--- src/rtl/cpu_run_controller.sv ---
// Run-control harness for the cpu top: sequences CPU reset, gates execution, counts run cycles and
// ends a run on timeout or halt. Define RUNCTL_PC_HALT_EN to build the PC branch-to-self halt tracker.
module cpu_run_controller #(
  parameter int RESET_CYCLES = 1,
  parameter int MAX_CYCLES   = 1500,
  parameter int CNT_W        = 16,
  parameter int PC_W         = 64,
  parameter int HALT_STABLE  = 4
) (
  input  logic             clk,
  input  logic             reset,
  input  logic             start,
  input  logic             abort,
  input  logic [PC_W-1:0]  pc,
  input  logic             pc_valid,
  output logic             cpu_reset,
  output logic             cpu_en,
  output logic             running,
  output logic             done,
  output logic             timeout,
  output logic             halted,
  output logic [CNT_W-1:0] cycle_count
);

  typedef enum logic [1:0] {IDLE, RESET_HOLD, RUN, DONE} state_t;

  localparam int                HOLD_W     = (RESET_CYCLES > 1) ? $clog2(RESET_CYCLES) : 1;
  localparam logic [HOLD_W-1:0] HOLD_LAST  = HOLD_W'(RESET_CYCLES - 1);
  localparam logic [CNT_W-1:0]  MAX_CNT    = CNT_W'(MAX_CYCLES);
  localparam bit                TIMEOUT_EN = (MAX_CYCLES != 0);

  state_t            state, state_nx;
  logic [HOLD_W-1:0] hold_cnt, hold_cnt_nx;
  logic [CNT_W-1:0]  count_nx;
  logic              timeout_nx, halted_nx;
  logic              halt_hit;

`ifdef RUNCTL_PC_HALT_EN
  localparam int               REP_W    = $clog2(HALT_STABLE);
  localparam logic [REP_W-1:0] REP_LAST = REP_W'(HALT_STABLE - 2);

  logic [PC_W-1:0]  last_pc;
  logic             last_vld;
  logic [REP_W-1:0] rep_cnt;
  logic             pc_same;
  logic             track_clr;

  // A fresh run must not match against a PC left over from the previous one.
  assign track_clr = (state != RESET_HOLD) && (state_nx == RESET_HOLD);
  assign pc_same   = pc_valid && last_vld && (pc == last_pc);
  assign halt_hit  = (state == RUN) && pc_same && (rep_cnt == REP_LAST);

  always_ff @(posedge clk or negedge reset) begin
    if (!reset) begin
      last_pc  <= '0;
      last_vld <= 1'b0;
      rep_cnt  <= '0;
    end else if (track_clr) begin
      last_pc  <= '0;
      last_vld <= 1'b0;
      rep_cnt  <= '0;
    end else if ((state == RUN) && pc_valid) begin
      last_pc  <= pc;
      last_vld <= 1'b1;
      rep_cnt  <= pc_same ? rep_cnt + 1'b1 : '0;
    end
  end
`else
  logic unused_pc;
  assign unused_pc = ^{pc_valid, pc};
  assign halt_hit  = 1'b0;
`endif

  always_comb begin
    // NOTE: every output of this block gets a default first, so no path can infer a latch.
    state_nx    = state;
    hold_cnt_nx = hold_cnt;
    count_nx    = cycle_count;
    timeout_nx  = timeout;
    halted_nx   = halted;
    case (state)
      IDLE: begin
        if (start && !abort) begin
          state_nx    = RESET_HOLD;
          hold_cnt_nx = '0;
          count_nx    = '0;
          timeout_nx  = 1'b0;
          halted_nx   = 1'b0;
        end
      end
      RESET_HOLD: begin
        if (hold_cnt == HOLD_LAST) begin
          state_nx = RUN;
          count_nx = CNT_W'(1);
        end else begin
          hold_cnt_nx = hold_cnt + 1'b1;
        end
      end
      RUN: begin
        // Halt outranks timeout when both land on the same cycle.
        if (halt_hit) begin
          state_nx  = DONE;
          halted_nx = 1'b1;
        end else if (TIMEOUT_EN && (cycle_count == MAX_CNT)) begin
          state_nx   = DONE;
          timeout_nx = 1'b1;
        end else if (cycle_count != '1) begin
          count_nx = cycle_count + 1'b1;
        end
      end
      DONE: begin
        if (start) begin
          state_nx    = RESET_HOLD;
          hold_cnt_nx = '0;
          count_nx    = '0;
          timeout_nx  = 1'b0;
          halted_nx   = 1'b0;
        end
      end
      default: state_nx = IDLE;
    endcase
    if (abort && (state != IDLE)) begin
      state_nx   = IDLE;
      count_nx   = '0;
      timeout_nx = 1'b0;
      halted_nx  = 1'b0;
    end
  end

  // Outputs are decoded from the next state so they come straight out of flops.
  always_ff @(posedge clk or negedge reset) begin
    if (!reset) begin
      state       <= IDLE;
      hold_cnt    <= '0;
      cycle_count <= '0;
      timeout     <= 1'b0;
      halted      <= 1'b0;
      cpu_reset   <= 1'b1;
      cpu_en      <= 1'b0;
      running     <= 1'b0;
      done        <= 1'b0;
    end else begin
      // NOTE: non-blocking assignments keep every flop sampling pre-edge values.
      state       <= state_nx;
      hold_cnt    <= hold_cnt_nx;
      cycle_count <= count_nx;
      timeout     <= timeout_nx;
      halted      <= halted_nx;
      cpu_reset   <= (state_nx == IDLE) || (state_nx == RESET_HOLD);
      cpu_en      <= (state_nx == RUN);
      running     <= (state_nx == RESET_HOLD) || (state_nx == RUN);
      done        <= (state_nx == DONE);
    end
  end

endmodule

--- config.mk ---
export PLATFORM = sky130hd
export DESIGN_NAME = cpu_run_controller
export DESIGN_NICKNAME = d
export VERILOG_FILES = /design/src/rtl/cpu_run_controller.sv
export SDC_FILE = /design/constraint.sdc
export NUM_CORES = 1
export LEC_CHECK = 0
export ABC_AREA = 0
export BUFFER_PORTS_ARGS = -buffer_cell sky130_fd_sc_hd__clkbuf_2
export CORE_MARGIN = 5
export CORE_UTILIZATION = 47
export DETAILED_ROUTE_END_ITERATION = 8
export PLACE_DENSITY = 0.93
export SETUP_SLACK_MARGIN = 0.4
export SLEW_MARGIN = 20
export SYNTH_ARGS = -nofsm -noshare
export SYNTH_HDL_FRONTEND = slang
export SYNTH_SLANG_ARGS = --single-unit
export TNS_END_PERCENT = 1
--- constraint.sdc ---
create_clock -name clk -period 4.89 [get_ports clk]
set_input_delay 0.7335 -clock clk [delete_from_list [all_inputs] [get_ports clk]]
set_output_delay 0.7335 -clock clk [all_outputs]
set_load 0.005 [all_outputs]
==> results of run 1 <==
metal layers:
metal,GRT usage [%],up-vias,share of wire (%)
met5,0,-,0
met4,4.715,0,0.74
met3,2.299,4,6.2
met2,27.44,52,48
met1,23.89,660,45
li1,-,679,-
metrics by stage:
| stage | power (mW) | hold slack, ps | cells |
|---|---|---|---|
| floorplan | 0.4018 | 437.9 | 176 |
| global placement | 0.4569 | 518.3 | 237 |
| detailed placement | 0.4683 | 532.7 | 237 |
| CTS | 0.5563 | 407.4 | 241 |
| global route | 0.5985 | 427.0 | 241 |
| finish | 0.5525 | 389.7 | 241 |
cells in the final DEF (no fill, tap or decap), types with 5 or more instances in the layout:
cell	n
nand3_1	13
dfrtp_1	22
nor3_1	6
nor2_1	12
a21oi_1	13
clkbuf_2	24
inv_1	7
o21ai_0	7
nand2b_1	5
ha_1	12
nand2_1	18
synth_stat cells, drive strengths merged, types with 3 or more instances:
library cell,instances,area share (%)
clkbuf,3,0.79
inv,7,1.7
and3,3,1.3
buf,6,3.1
nor3,8,3.5
nand4,3,1.2
nor2b,3,1.2
dfrtp,22,35
o31ai,4,1.9
ha,12,9.4
nand2b,5,2.0
nand2,19,4.6
nand3,15,5.4
a31oi,3,1.2
a211oi,3,1.7
nor2,12,2.8
a21oi,14,5.1
o21ai,8,2.8
o21a,3,1.4
state kept, by name, indices dropped and copies added (netlist names):
signal,count
done,1
timeout,1
cycle_count,16
cpu_en,1
state,2
cpu_reset,1
running,1
area by class of cell:
cell class              count  area, µm²
fillers                   339       1579
multi-input cells         137      924.6
flip-flops and latches     23      576.8
repair buffers             24      120.1
well taps                  46      57.56
clock buffers               4      26.28
inverters                   7      26.28
critical path: stages, from the launching register on:
cell and delay (ps):
dfrtp_1 460, inv_1 130, ha_1 350, nand2b_1 210, nor2b_1 390, nand2_1 310, o311ai_0 430
how the worst min path moves through the flow:
| stage | startpoint | endpoint | slack, ps |
|---|---|---|---|
| CTS | reset | cycle_count[3] | 410 |
| global route | reset | cycle_count[4] | 430 |
| global placement | timeout | timeout | 520 |
| floorplan | reset | cpu_en | 440 |
| finish | reset | cycle_count[15] | 390 |
| detailed placement | timeout | timeout | 530 |
kinds of logic after synthesis:
kind of cell	count (synthesis)	synth area share (%)
AO/OA/AOI/OAI	51	23.05
buffers and inverters	16	5.586
other	1	0.2358
AND/OR/NAND/NOR	73	25.41
flip-flops	23	36.27
adder cells (fa/ha/maj)	12	9.441
power by group:
part | switching, mW | internal [mW]
sequential | 0.0284 | 0.219
combinational | 0.135 | 0.0811
clock | 0.0571 | 0.0319
==> impl_metrics.ini, run 1 <==
[hold_path]
hp-class = input port to async pin

[die]
die-area_um2 = 4647
io_pins = 91
die_w_um = 68.17
die_h_um = 68.17
initial_core_util_pct = 48.03
rows = 21
core_area_um2 = 3311

[critical_path]
rr_endpoint = cycle_count[10]
cp-startpoint = state[0]
cp.required_ps = 5090
endpoint_kind = flip-flop
cp_max_fo = 9
r2r_slack_ps = 2500
reg2regPathDepth = 6
start_kind = flip-flop
cp-endpoint = cycle_count[10]
regToRegStartpoint = state[0]
path_class = flip-flop to flip-flop
worstPathArrival_ps = 2580

[yosys]
synth_edf_count = 0
synth_cells = 176
ys_seq_area_share_pct = 36.27
yosys_warnings = 0
ys.flop_type = dfrtp_1
ys_seq_elements = 23
synthArstFlopShare_pct = 100.0
syn_nets = 257
ys_types = 50
synthesis.area_um2 = 1590
syn_area_per_cell_um2 = 9.036

[global_route]
grt_max_degree = 24
antenna_found_initial = 0
grt_pass1_wl_um = 6092
grt_usage_pct = 17.04
grt_pass1_vias = 1347
grt.overflow.total = 0

[timing]
skew_ps = 2.515
hold_viol_final = 0
fin_ws_ps = 2504
worst_slew_pin_slew_ps = 572.0
finalSetupTns_ps = 0
timing.final.crit_share_pct = 48.80
min_period_ps = 2386
rsz0062_at_grt = no
maxSlewViolCount = 0
setup_viol = 0
slew_headroom_pct = 61.87
clock.fmax_mhz = 419.1

[routing]
drt_first_pass_iters = 6
routed_via_density = 5.788
routed_wl_um = 3523
drt_iter0_drc = 131
num_vias = 1395
drc = 0
ant_nets = 0
routedWlPerCell_um = 14.62

[finish]
utilization_pct = 52.31
post_route_cells_drive_above_1_share_pct = 21.54
areaGrowthSynthToFinish_pct = 8.891
antennaDiodeCount = 0
final_area_um2 = 1732
nNetsFinal = 277

[clocking]
holdBufCountCts = 0
cts_resized = 0
max-clock-path-buffers = 2
cts-buffers-inserted = 3
htree_levels = 1
cts_tree = done
cts_setup_buffers = 0
clock_sinks = 23
clock_latency_ps = 310
clkSlewWorstSetupHoldPaths_ps = 120
cts_root_buf = clkbuf_4

[placement]
pre_cts_slack_ps = 2513
dpl-instance-area_um2 = 1705
globalplace.congestion = 0.8771
portBuffers = 24
hpwlAfterDp_um = 2658

[power_and_ir_drop]
leakage_nw = 0.7819
peakVddDrop_uv = 337.2
powerDensity_nw_per_um2 = 319.1

[run]
drv_cap = 0

[status]
status = finished, final reports clean
(Power assumes the default switching activity.)
==> inputs of run 2 (changes only) <==
--- a/config.mk
+++ b/config.mk
@@ -8,9 +8,9 @@
 export ABC_AREA = 0
 export BUFFER_PORTS_ARGS = -buffer_cell sky130_fd_sc_hd__clkbuf_2
 export CORE_MARGIN = 5
-export CORE_UTILIZATION = 47
+export CORE_UTILIZATION = 44
 export DETAILED_ROUTE_END_ITERATION = 8
-export PLACE_DENSITY = 0.93
+export PLACE_DENSITY = 0.88
 export SETUP_SLACK_MARGIN = 0.4
 export SLEW_MARGIN = 20
 export SYNTH_ARGS = -nofsm -noshare
==> constraint.sdc (replaced) <==
create_clock -name clk -period 2.35 [get_ports clk]
set_input_delay 0.3525 -clock clk [delete_from_list [all_inputs] [get_ports clk]]
set_output_delay 0.3525 -clock clk [all_outputs]
set_load 0.005 [all_outputs]
==> impl_metrics.ini, run 2 (synthesis results as in run 1) <==
[finish]
multi_input_area_um2 = 968.4
layout.cells.non_filler = 258
fillers = 314
regMostFlops = cycle_count
post_route_cells_drive_above_1_share_pct = 31.60
layout_common_cells = clkbuf_2, dfrtp_1, nand2_1, buf_4
seq_area_um2 = 580.6
utilization_pct = 55.86
reg_top3 = cycle_count x16, state x2
final_area_um2 = 1908
areaGrowthSynthToFinish_pct = 19.98
final_common_cell = clkbuf_2
antennaDiodeCount = 0
largest_reg_flops = 16
nNetsFinal = 294

[power_and_ir_drop]
p_switching_mw = 0.4797
clock_power_share_pct = 15.2
leakage_nw = 0.8722
power_frac_seq_pct = 40.5
p_sw_share_pct = 38.77
power_mw = 1.237
peakVddDrop_uv = 545.3
pwr-share-comb_pct = 44.3
powerDensity_nw_per_um2 = 648.5
p_int_mw = 0.7576

[timing]
slew_headroom_pct = 62.61
setup_viol = 0
whs_ps = -5.466
worst_slew_pin_slew_ps = 560.9
maxSlewViolCount = 0
rsz0062_at_grt = yes
timing.final.crit_share_pct = 82.42
fin_ws_ps = 413.1
finalSetupTns_ps = 0
skew_ps = 2.237
clock.fmax_mhz = 516.3
hold_viol_final = 22
min_period_ps = 1937

[routing]
drt_first_pass_iters = 4
routed_via_density = 5.760
ant_nets = 0
drt_iter0_drc = 124
routedWlPerCell_um = 14.86
drc = 0
wl_met3_um = 240
wl_met2_um = 1834
routed_wl_um = 3833
num_vias = 1486
highest_layer = met4
wl_met1_um = 1690

[die]
die-area_um2 = 4917
initial_core_util_pct = 46.56
die_w_um = 70.12
io_pins = 91
rows = 21
core_area_um2 = 3416
die_h_um = 70.12

[placement]
hpwlAfterDp_um = 2794
portBuffers = 24
globalplace.congestion = 0.9251
pre_cts_slack_ps = 171.7
place_inst = 248
dpl-instance-area_um2 = 1788

[critical_path]
worstPathArrival_ps = 2200
start_kind = flip-flop
max_stage_delay_ps = 410
path_cells = inv_1, ha_1, and4bb_2, nand3_4, nor2_4, o21ai_1, a21o_1, ha_1, or2_2
endpoint_kind = flip-flop
regToRegStartpoint = cycle_count[0]
crit_path_top_delay_cell = dfrtp_1
reg2regPathDepth = 9
cp_max_fo = 2
cpMostUsedCell = ha_1
cp.required_ps = 2610
path_class = flip-flop to flip-flop
cp-startpoint = cycle_count[0]

[clocking]
clkSlewWorstSetupHoldPaths_ps = 130
clock_sinks = 23
holdBufCountCts = 0
cts_tree = done
htree_levels = 1
max-clock-path-buffers = 2
cts-buffers-inserted = 3
cts_root_buf = clkbuf_4
clock_latency_ps = 320

[global_route]
grt.overflow.total = 0
antenna_found_initial = 0
grt_pass1_wl_um = 6479
grt_pass1_vias = 1484
grt_max_degree = 24
grt_usage_pct = 16.04

[status]
status = complete, but fails checks
violations = hold timing

[run]
drv_cap = 0

[hold_path]
hp-class = input port to async pin
[run 2: critical path: cells and delay by family, from the launching register on]
| kind | cells | cell delay [ps] |
|---|---|---|
| compound gates | 2 | 300 |
| fa+ha+maj | 2 | 350 |
| flops | 1 | 410 |
| simple gates | 4 | 750 |
| buf+inv | 1 | 80 |
[run 2: power by group through the flow]
| stage | logic, mW | registers (mW) | clock network [mW] |
|---|---|---|---|
| floorplan | 0.325 | 0.511 | 0 |
| global placement | 0.510 | 0.500 | 0 |
| finish | 0.548 | 0.501 | 0.189 |
| detailed placement | 0.526 | 0.504 | 0 |
| CTS | 0.532 | 0.499 | 0.195 |
| global route | 0.614 | 0.510 | 0.209 |
[run 2: layout make-up]
type	instances	area share (%)
clock buffers	3	1.180
inverters	7	1.377
repair buffers	41	12.98
flip-flops and latches	23	30.43
clock inverters	1	0.2623
well taps	46	3.016
multi-input cells	137	50.75
[run 2: final timing paths]
| path | slack [ps] | endpoint |
|---|---|---|
| max in group asynchronous | 1960 | state[0] |
| min in group clk | 350 | cycle_count[9] |
| min reg2reg | 540 | cycle_count[1] |
| min | -5 | cycle_count[0] |
| max reg2reg | 410 | cpu_reset |
| max | 410 | cpu_reset |
[run 2: repair_timing]
item	in CTS	in global routing
resized for setup	8	5
setup endpoints to repair	13	16
pin swaps	2	3
buffers inserted	3	3
gates cloned	0	0
[run 2: routing by layer]
metal | vias to the layer above | GRT usage, %
met1 | 714 | 19.73
met2 | 51 | 26.65
met3 | 8 | 2.869
li1 | 713 | -
met5 | - | 0
met4 | 0 | 8.298
